===== src/rtl/frame_mem_arbiter.sv =====
// frame_mem_arbiter: shares a single-port frame memory between raster prefetch (FWFT FIFO) and host writes.
// Define FETCH_STATS_EN to build the saturating underflow event counter on underflow_cnt.
module frame_mem_arbiter #(
  parameter int unsigned DATA_W      = 24,
  parameter int unsigned SCALE_SHIFT = 2,
  parameter int unsigned H_ACTIVE    = 640,
  parameter int unsigned V_ACTIVE    = 480,
  parameter int unsigned ADDR_W      = 15,
  parameter int unsigned FIFO_DEPTH  = 8
) (
  input  logic              clk_25,
  input  logic              n_rst,
  input  logic              frame_start,
  input  logic              pix_req,
  output logic [DATA_W-1:0] pix_data,
  input  logic              wr_req,
  input  logic [ADDR_W-1:0] wr_addr,
  input  logic [DATA_W-1:0] wr_data,
  output logic              wr_ack,
  output logic [ADDR_W-1:0] mem_addr,
  output logic              mem_we,
  output logic [DATA_W-1:0] mem_wdata,
  input  logic [DATA_W-1:0] mem_rdata,
  output logic              underflow,
  output logic [15:0]       underflow_cnt
);

  localparam int unsigned H_WORDS = H_ACTIVE >> SCALE_SHIFT;
  localparam int unsigned V_WORDS = V_ACTIVE >> SCALE_SHIFT;
  localparam int unsigned REPS    = 1 << SCALE_SHIFT;
  localparam int unsigned COL_W   = (H_WORDS > 1) ? $clog2(H_WORDS) : 1;
  localparam int unsigned ROW_W   = (V_WORDS > 1) ? $clog2(V_WORDS) : 1;
  localparam int unsigned REP_W   = (SCALE_SHIFT > 0) ? SCALE_SHIFT : 1;
  localparam int unsigned PTR_W   = $clog2(FIFO_DEPTH);
  localparam int unsigned CNT_W   = PTR_W + 1;

  typedef enum logic [1:0] {S_IDLE, S_PREFILL, S_ACTIVE, S_DONE} state_t;

  state_t             r_state, w_state_nxt;
  logic [COL_W-1:0]   r_col;
  logic [ROW_W-1:0]   r_row;
  logic [REP_W-1:0]   r_rep;
  logic [ADDR_W-1:0]  r_line_base;
  logic               r_inflight;
  logic [CNT_W-1:0]   r_count;
  logic [PTR_W-1:0]   r_wptr, r_rptr;
  logic [DATA_W-1:0]  r_fifo [FIFO_DEPTH];
  logic [REP_W-1:0]   r_subpix;
  logic               r_underflow;
  logic [DATA_W-1:0]  r_pix_hold;

  logic               w_fetching, w_rd, w_wr, w_last_col, w_last_rep, w_last_row, w_last_word;
  logic               w_empty, w_push, w_pop, w_uflow;
  logic [ADDR_W-1:0]  w_rd_addr;

  assign w_fetching  = (r_state == S_PREFILL) || (r_state == S_ACTIVE);
  // The raster owns the slot whenever FIFO plus in-flight read leaves room.
  assign w_rd        = n_rst && !frame_start && w_fetching &&
                       ((r_count + CNT_W'(r_inflight)) < CNT_W'(FIFO_DEPTH));
  assign w_wr        = n_rst && !w_rd && wr_req;
  assign w_last_col  = (r_col == COL_W'(H_WORDS - 1));
  assign w_last_rep  = (r_rep == REP_W'(REPS - 1));
  assign w_last_row  = (r_row == ROW_W'(V_WORDS - 1));
  assign w_last_word = w_last_col && w_last_rep && w_last_row;
  // row*H_WORDS is tracked incrementally in r_line_base instead of multiplied out.
  assign w_rd_addr   = r_line_base + ADDR_W'(r_col);
  assign w_empty     = (r_count == '0);
  assign w_push      = r_inflight;
  assign w_pop       = pix_req && !w_empty && (r_subpix == REP_W'(REPS - 1));
  assign w_uflow     = pix_req && w_empty;

  always_ff @(posedge clk_25) begin
    if (!n_rst) r_state <= S_IDLE;
    else        r_state <= w_state_nxt;
  end

  always_comb begin
    w_state_nxt = r_state;
    mem_we      = w_wr;
    wr_ack      = w_wr;
    mem_addr    = w_wr ? wr_addr : w_rd_addr;
    mem_wdata   = w_wr ? wr_data : '0;
    pix_data    = w_empty ? (pix_req ? '0 : r_pix_hold) : r_fifo[r_rptr];
    case (r_state)
      S_PREFILL: if (r_count == CNT_W'(FIFO_DEPTH)) w_state_nxt = S_ACTIVE;
      default:   w_state_nxt = r_state;
    endcase
    if (w_rd && w_last_word) w_state_nxt = S_DONE;
    if (frame_start)         w_state_nxt = S_PREFILL;
  end

  always_ff @(posedge clk_25) begin
    if (!n_rst || frame_start) begin
      r_col       <= '0;
      r_row       <= '0;
      r_rep       <= '0;
      r_line_base <= '0;
    end else if (w_rd) begin
      r_col <= w_last_col ? '0 : r_col + 1'b1;
      if (w_last_col) begin
        r_rep <= w_last_rep ? '0 : r_rep + 1'b1;
        if (w_last_rep) begin
          r_row       <= w_last_row ? '0 : r_row + 1'b1;
          r_line_base <= w_last_row ? '0 : r_line_base + ADDR_W'(H_WORDS);
        end
      end
    end
  end

  always_ff @(posedge clk_25) begin
    if (!n_rst || frame_start) begin
      r_inflight <= 1'b0;
      r_count    <= '0;
      r_wptr     <= '0;
      r_rptr     <= '0;
    end else begin
      r_inflight <= w_rd;
      if (w_push) r_wptr <= r_wptr + 1'b1;
      if (w_pop)  r_rptr <= r_rptr + 1'b1;
      r_count <= r_count + CNT_W'(w_push) - CNT_W'(w_pop);
    end
  end

  always_ff @(posedge clk_25) begin
    if (w_push) r_fifo[r_wptr] <= mem_rdata;
  end

  always_ff @(posedge clk_25) begin
    if (!n_rst) begin
      r_subpix    <= '0;
      r_underflow <= 1'b0;
      r_pix_hold  <= '0;
    end else begin
      r_pix_hold <= pix_data;
      if (frame_start) begin
        r_subpix    <= '0;
        r_underflow <= 1'b0;
      end else begin
        if (pix_req && !w_empty)
          r_subpix <= (r_subpix == REP_W'(REPS - 1)) ? '0 : r_subpix + 1'b1;
        if (w_uflow) r_underflow <= 1'b1;
      end
    end
  end

  assign underflow = r_underflow;

`ifdef FETCH_STATS_EN
  logic [15:0] r_ucnt;
  always_ff @(posedge clk_25) begin
    if (!n_rst)                      r_ucnt <= '0;
    else if (w_uflow && r_ucnt != '1) r_ucnt <= r_ucnt + 16'd1;
  end
  assign underflow_cnt = r_ucnt;
`else
  assign underflow_cnt = '0;
`endif

endmodule

===== config.mk =====
export PLATFORM = sky130hd
export DESIGN_NAME = frame_mem_arbiter
export DESIGN_NICKNAME = d
export VERILOG_FILES = /design/src/rtl/frame_mem_arbiter.sv
export SDC_FILE = /design/constraint.sdc
export NUM_CORES = 1
export LEC_CHECK = 0
export ABC_AREA = 1
export BUFFER_PORTS_ARGS = -buffer_cell sky130_fd_sc_hd__buf_2
export CAP_MARGIN = 20
export CORE_ASPECT_RATIO = 1.5
export CORE_MARGIN = 10
export CORE_UTILIZATION = 58
export DETAILED_ROUTE_END_ITERATION = 10
export PLACE_DENSITY = 0.9
export SLEW_MARGIN = 40
export SYNTH_ARGS = -nofsm -noshare
export SYNTH_HDL_FRONTEND = slang
export SYNTH_SLANG_ARGS = --single-unit

===== constraint.sdc =====
create_clock -name clk_25 -period 3.3 [get_ports clk_25]
set_clock_uncertainty 0.15 [all_clocks]
set_input_delay 0.66 -clock clk_25 [delete_from_list [all_inputs] [get_ports clk_25]]
set_output_delay 0.66 -clock clk_25 [all_outputs]
set_load 0.05 [all_outputs]

; ---- After elaboration in Yosys (flattened, before gate mapping)
; Memory sizes are Yosys's and may differ from the RTL's. A register that Yosys moved wholly into a read port is not among the register bits.
; Cells that the tools add are included.
[totals]
reg_bits = 72
latchBits = 0
ramBits = 192
rom_bits = 0
in_bits = 68
wordCells = 77
n_memories = 1
[mem_list]
columns = memory, depth, width, rd, rd_clocked_by_memory_dff, wr, line
row1 = r_fifo, 8, 24, 1, 1, 1, 47  ; logic [DATA_W-1:0] r_fifo [FIFO_DEPTH];
[classes]
n_addsub = 10
mul = 0
n_div = 0
n_lt_le_gt_ge = 1
eq_ne = 7
shifts = 0
muxes = 17
n_bitwise = 1
reduce_logical = 27
[ops]
columns = op, n
row1 = 2-to-1 mux 24 bit, 3
row2 = 2-to-1 mux 15 bit, 2
row3 = adder 15 x 8 -> 15 bit, 1
row4 = adder 15 x 8 -> 15 bit (second input constant), 1
row5 = logical AND 1 bit, 11
row6 = 2-to-1 mux 2 bit, 5
row7 = adder 8 x 1 -> 8 bit (second input constant), 1
row8 = == test 8 bit (second input constant), 1
row9 = 2-to-1 mux 8 bit, 1
row10 = adder 7 x 1 -> 7 bit (second input constant), 1
row11 = == test 7 bit (second input constant), 1
row12 = 2-to-1 mux 7 bit, 1
row13 = adder 3 x 1 -> 3 bit (second input constant), 2
row14 = == test 2 bit (second input constant), 3
row15 = 2-to-1 mux 3 bit, 2
row16 = AND reduction 2 bit, 3
row17 = nonzero test 3 bit, 2
row18 = adder 2 x 1 -> 2 bit (second input constant), 2
row19 = adder 4 x 1 -> 4 bit, 1
row20 = == test 4 bit (second input constant), 1
row21 = zero test 1 bit, 4
row22 = zero test 4 bit, 1
row23 = < comparator 4 bit (second input constant), 1
row24 = nonzero test 2 bit, 2
row25 = 7 further kinds, 10

; ---- Depth between registers and ports, before layout
; Gate-level depths: netlist of run 1.
[logic_depth]
depth_word = 8
mapped_depth = 10
depth_no_buf = 9

; ---- Worst setup path after synthesis of run 1
; No wires, ideal clock.
[synth_timing]
path_kind = input to output
startpoint = in frame_start
endpoint = out mem_addr[11]
t_arrival_ps = 2337
required_time_ps = 2490
setup_slack_ps = 153
cell_stages = 7
n_path_buf = 0
path_cell_list = inv_1 > nand2_2 > nor2_4 > nand3_4 > nand2_2 > inv_2 > o21ai_0
[synth_between]
elab_chain_cells = 8
[synth_rtl]
columns = element, line
row1 = "start, declared", 13  ; input logic frame_start,
row2 = zero test 1 bit, 58  ; assign w_rd = n_rst && !frame_start && w_fetching &&
row3 = logical AND 1 bit (3 in series), 58
row4 = zero test 1 bit, 60  ; assign w_wr = n_rst && !w_rd && wr_req;
row5 = logical AND 1 bit (2 in series), 60
row6 = 2-to-1 mux 15 bit, 81  ; mem_addr = w_wr ? wr_addr : w_rd_addr;
row7 = "end, declared", 20  ; output logic [ADDR_W-1:0] mem_addr,
; Every way passes these cells.

==> impl_metrics.tcl, run 1 <==
set metrics [dict create \
    boundaryPins 150 \
    path_clk_slew_ns 0.06 \
    rsz0062_at_grt "false" \
    clk_path_buf_depth 3 \
    die_width_um 136 \
    reg2reg_from "r_count[2]$_SDFF_PP0_" \
    antenna_found_initial 2 \
    p_per_area_mw_per_mm2 495 \
    gp_congestion 0.882 \
    crit_arrival_ns 2.35 \
    ir_drop_uv 386 \
    grt_max_degree 97 \
    relSlewSlack_pct 60.4 \
    first_global_vias 9118 \
    synth-seq-cells 262 \
    start_util_pct 59.0 \
    period_needed_ns 3.16 \
    power_uw 6610 \
    clock.fmax_mhz 317 \
    maxCapViolCount 0 \
    antenna_left 0 \
    whs_endpoint "r_fifo[0][19]$_DFFE_PP_" \
    syn_area_mm2 0.0117 \
    setup_viol 0 \
    cp-end-kind "output port" \
    design.die.area_mm2 0.0263 \
    tightest_slew_ns 0.592 \
    start_kind "flop" \
    avgRoutedWirePerCell_um 17.3 \
    grtUsageMet1_pct 23.2 \
    dr.pass1.iters 5 \
    row_count 63 \
    yosysUniqueCellTypes 36 \
    ff2ff_setup_slack_ns 0.94 \
    port_buffers 133 \
    die_h_um 194 \
    finalHoldViolCount 0 \
    ys_seq_area_share_pct 61.4 \
    drt-total-wl_um 28100 \
    routed_via_density 5.49 \
    cts_hold_buf 0 \
    final_cells 1628 \
    finalCritPeriodShare_pct 95.6 \
    yosysWarnings 0 \
    cts_made_buffers 24 \
    drcViolationCount 0 \
    final_nets 1432 \
    grt_pass1_wl_um 44500 \
    hpwl_um 17600 \
    path_class "reg -> out" \
    drt_iter0_drc 876 \
    worstRegToRegCells 9 \
    grtUsageMet3_pct 3.73 \
    htreeDepth 1 \
    overflow 0 \
    synth_area_per_cell_um2 9.55 \
    cp.required_ns 2.49 \
    worstHoldStart "mem_rdata[19]" \
    vias 8931 \
    top_usage_layer "met2" \
    layout-drive-gt1-share_pct 17.9 \
    r2r_end "r_count[3]$_SDFF_PP0_" \
    cp_max_fo 96 \
    core_region_area_mm2 0.0198 \
    outcome "finished, final reports clean" \
    fin_tns_setup_ns 0 \
    cts_root_buf "clkbuf_16" \
    cts_sinks 262 \
    cts_tree "built" \
    hp-class "in -> reg" \
    leakage_uw 0.00543 \
    grtUsageTotal_pct 20.6 \
    grtUsageMet2_pct 37.7 \
    area_growth_pct 14.2 \
    synthCells 1223 \
    clk_latency_ns 0.51 \
    slew_viol_final 0 \
    dp.cells 1581 \
    holdPathStages 1 \
]
-- critical path, stage by stage, from the launching register on --
cell	delay, ns
dfxtp_4	0.42
inv_2	0.11
buf_16	0.30
nand2_1	0.12
nand2_1	0.09
nand2_1	0.07
nand3_1	0.10
nand3_1	0.11
nand2_1	0.15
buf_2	0.29
-- stage by stage --
stage / setup WS [ns] / area, um2 / hold WS [ns] / utilization [%]
6_report: 0.144 / 13300 / 0.263 / 67.4
5_1_grt: 0.0155 / 13300 / 0.255 / 67.4
4_1_cts: 0.0351 / 13300 / 0.248 / 67.2
3_5_place_dp: 0.404 / 12500 / 0.297 / 63.2
3_3_place_gp: 0.428 / 12500 / 0.291 / 63.2
2_1_floorplan: 0.153 / 11700 / 0.283 / -
-- report_power, final --
group | internal, uW | switching, uW | total [uW]
Combinational | 77.8 | 274 | 352
Clock | 1540 | 1160 | 2710
Sequential | 3540 | 5.42 | 3550
Total | 5160 | 1440 | 6610
-- cell usage after synthesis, drive strengths merged --
cell | number | area (um2)
nand3 | 109 | 606
xnor2 | 5 | 43.8
buf | 56 | 375
clkbuf | 15 | 58.8
xor2 | 4 | 35.0
nand2 | 279 | 1080
edfxtp | 192 | 5770
nand4 | 7 | 43.8
a31oi | 1 | 6.26
o21a | 1 | 7.51
o21ai | 92 | 460
a21oi | 52 | 275
nor2 | 227 | 936
nor3 | 8 | 40.0
clkinv | 1 | 3.75
or2 | 2 | 12.5
dfxtp | 70 | 1400
conb | 1 | 3.75
ha | 16 | 200
inv | 85 | 319
-- metal layers --
metal,wire length (um),up-vias
met5,0,-
met1,10400,4130
met3,2330,59
met4,704,0
li1,-,4287
met2,14700,455
-- cell type report --
type / count / area [um2]
Sequential cell: 262 / 7170
Timing Repair Buffer: 154 / 868
Antenna cell: 2 / 5.00
Fill cell: 1409 / 6450
Tap cell: 260 / 325
Inverter: 86 / 325
Clock buffer: 34 / 728
Clock inverter: 10 / 57.6
Multi-Input combinational cell: 820 / 3850
-- cells in the final DEF (no fill, tap or decap), types with 3 or more instances in the layout --
cell type / count
o21ai_0: 86
edfxtp_1: 192
buf_2: 133
o21ai_1: 6
dfxtp_1: 68
nand3_1: 103
clkinv_2: 3
clkbuf_8: 4
nor3_1: 8
inv_2: 3
nand2_2: 5
xor2_1: 4
a21oi_1: 47
nor2_4: 6
nand3_4: 4
nand4_1: 7
clkbuf_16: 26
ha_1: 16
nand2_4: 4
nor2_1: 203
a21oi_2: 4
xnor2_1: 5
clkinv_1: 4
nor2_2: 17
inv_1: 81
clkinvlp_4: 3
buf_4: 18
nand2_1: 270
conb_1: 17
-- kinds of logic (layout without fill, tap and decap cells) --
kind of cell | count (synthesis) | after routing | synth area share, %
compound gates | 146 | 146 | 6.42
xor+xnor | 9 | 9 | 0.675
fa+ha+maj | 16 | 16 | 1.71
buf+inv | 157 | 284 | 6.48
flops | 262 | 262 | 61.4
other cells | 1 | 19 | 0.0321
simple gates | 632 | 632 | 23.3
-- what timing repair did --
item | CTS | global route
endpoints found under the setup margin | 5 | 17
gates resized for setup | 2 | 6
buffers inserted | 0 | 1
-- sequential cells by signal, indices dropped and copies added, names as in the netlist, named ones only --
signal       cells
r_fifo         192
r_count          4
r_state          2
r_wptr           3
r_rptr           3
r_row            7
r_subpix         2
r_rep            2
r_inflight       1
r_line_base     10
underflow        1
r_pix_hold      24
r_col            8
-- worst max-delay path by stage --
stage	from	to	slack [ns]	depth (start not counted)
after global placement	frame_start	mem_addr[11]	0.43	9
after detailed placement	frame_start	mem_addr[11]	0.40	9
after global routing	flop	pix_data[23]	0.02	9
after CTS	r_inflight$_SDFF_PP0_	mem_addr[2]	0.04	8
final	flop	pix_data[23]	0.14	9
after floorplan	frame_start	mem_addr[11]	0.15	7
(Power assumes the default switching activity.)
==> run 2: changes to the inputs <==
--- a/config.mk
+++ b/config.mk
@@ -8,11 +8,11 @@
 export ABC_AREA = 1
 export BUFFER_PORTS_ARGS = -buffer_cell sky130_fd_sc_hd__buf_2
 export CAP_MARGIN = 20
-export CORE_ASPECT_RATIO = 1.5
+export CORE_ASPECT_RATIO = 0.75
 export CORE_MARGIN = 10
 export CORE_UTILIZATION = 58
 export DETAILED_ROUTE_END_ITERATION = 10
-export PLACE_DENSITY = 0.9
+export PLACE_DENSITY = 0.8
 export SLEW_MARGIN = 40
 export SYNTH_ARGS = -nofsm -noshare
 export SYNTH_HDL_FRONTEND = slang
==> run 2 against run 1 <==
Net effect:
- sequential share of layout area fell by 0.17 points
- cell count down 0.18%
- die area down 0.22%
- setup slack better by 0.042 ns
- critical path depth stayed put
- via count decreased by 3.3%
- global-route usage down 0.94 points
- maximum frequency increased by 1.3%
- combinational power is 1% lower
- critical endpoint is now pix_data[5]
- highest routed layer is now met5
==> impl_metrics.tcl, run 2 (synthesis gave the netlist of run 1 again) <==
set metrics [dict create \
    final_cells 1625 \
    fillCellCount 1469 \
    final_common_cell "nand2_1" \
    maxCapViolCount 0 \
    grt_max_degree 73 \
    start_kind "flop" \
    port_buffers 133 \
    max_stage_delay_ns 0.41 \
    cp_common_cell "nand2_1" \
    antenna_left 0 \
    top_register "r_fifo" \
    p_int_uw 5320 \
    start_util_pct 59.7 \
    row_count 44 \
    htreeDepth 1 \
    hpwl_um 16400 \
    relSlewSlack_pct 45.9 \
    dr.pass1.iters 5 \
    slew_viol_final 0 \
    first_global_vias 8269 \
    drt_iter0_drc 739 \
    clk_latency_ns 0.52 \
    leakage_uw 0.00546 \
    avgRoutedWirePerCell_um 16.2 \
    period_needed_ns 3.11 \
    finalHoldViolCount 0 \
    cts_sinks 262 \
    largest_register_ffs 192 \
    p_sw_uw 1430 \
    met1_length_um 11400 \
    power_uw 6750 \
    cts_tree "built" \
    path_class "reg -> out" \
    hp-class "in -> reg" \
    setup_viol 0 \
    clkPwrFrac_pct 42.3 \
    final_nets 1437 \
    critPathBufInv 3 \
    overflow 0 \
    cp_max_fo 48 \
    met2_wirelength_um 12800 \
    fin_tns_setup_ns 0 \
    grt_pass1_wl_um 42000 \
    wl_met3_um 1700 \
    die_h_um 143 \
    swShare_pct 21.2 \
    die_width_um 184 \
    cp-end-kind "output port" \
    cp.required_ns 2.49 \
    cpLargestDelayFamily "buffers and inverters" \
    worstPathCellList "inv_2 -> buf_4 -> nand2_1 -> nand2_1 -> nand2_1 -> nand3_1 -> nand3_1 -> nand2_1 -> buf_2" \
    layout-drive-gt1-share_pct 17.7 \
    cts_hold_buf 0 \
    antenna_found_initial 2 \
    utilization_pct 68.4 \
    critPathSlowestCell "dfxtp_2" \
    dp.cells 1577 \
    finalCritPeriodShare_pct 94.4 \
    routed_via_density 5.31 \
    multi_input_area_mm2 0.00385 \
    drcViolationCount 0 \
    cts_made_buffers 25 \
    vias 8636 \
    layout_common_cells "270 x nand2_1, 203 x nor2_1, 192 x edfxtp_1" \
    seqPwrFrac_pct 52.5 \
    p_per_area_mw_per_mm2 505 \
    area_growth_pct 14.5 \
    drt-total-wl_um 26400 \
    outcome "finished, final reports clean" \
    path_clk_slew_ns 0.06 \
    crit_arrival_ns 2.30 \
    reg_top3 "r_fifo (192), r_pix_hold (24), r_line_base (10)" \
    boundaryPins 150 \
    rsz0062_at_grt "false" \
    design.die.area_mm2 0.0263 \
    clk_path_buf_depth 3 \
    tightest_slew_ns 0.812 \
    dr.max_layer_used "met5" \
    grtUsageTotal_pct 19.7 \
    regArea_mm2 0.00717 \
    gp_congestion 0.835 \
    core_region_area_mm2 0.0195 \
    cts_root_buf "clkbuf_16" \
    ir_drop_uv 498 \
    clock.fmax_mhz 321 \
    p_comb_share_pct 5.2 \
]
## run 2: repair_timing
item                                    in CTS  in global routing
gates resized for setup                      1                  6
endpoints found under the setup margin      14                 17
buffers inserted                             0                  2
pin swaps                                    0                  1
## run 2: area by class of cell
type | count | share of cell area [%]
multi-input combinational | 820 | 28.8
sequential | 262 | 53.6
timing repair buffer | 158 | 6.68
clock inverter | 7 | 0.805
inverter | 86 | 2.43
antenna | 1 | 0.0187
tap | 253 | 2.37
clock buffer | 38 | 5.27
## run 2: path summary, 6_finish.rpt
path | from | endpoint | slack, ns | cells after the start
max | flop | pix_data[5] | 0.19 | 9
min reg2reg | r_rptr[2]$_SDFFE_PP0N_ | flop | 0.31 | 2
max reg2reg | r_count[2]$_SDFF_PP0_ | r_count[3]$_SDFF_PP0_ | 0.91 | 9
min | mem_rdata[18] | r_fifo[6][18]$_DFFE_PP_ | 0.25 | 1
## run 2: metal layers
metal	global-route usage, %	vias up
met4	5.85	2
met5	0	-
met2	32.7	293
met3	3.14	42
li1	-	4286
met1	26.2	4013
## run 2: power by group through the flow
stage / registers, uW / logic [uW] / clock network, uW
floorplan: 3620 / 237 / 0
global placement: 3620 / 340 / 0
detailed placement: 3620 / 346 / 0
CTS: 3550 / 349 / 2890
global route: 3550 / 376 / 3020
finish: 3550 / 348 / 2860
## run 2: stage by stage
step	area, um2	setup WS [ns]	hold WS [ns]
6_report	13400	0.186	0.252
5_1_grt	13400	0.00335	0.257
4_1_cts	13300	0.0299	0.241
3_5_place_dp	12500	0.265	0.294
3_3_place_gp	12500	0.295	0.288
2_1_floorplan	11700	0.153	0.283
## run 2: worst reg2reg max path: stages (launching register included)
cell and delay (ns):
dfxtp_1 0.39, inv_1 0.12, nand3_4 0.11, buf_4 0.37
nand2_1 0.22, nor2_4 0.20, ha_1 0.22, nand3_1 0.10
or2_2 0.29, a21oi_1 0.14
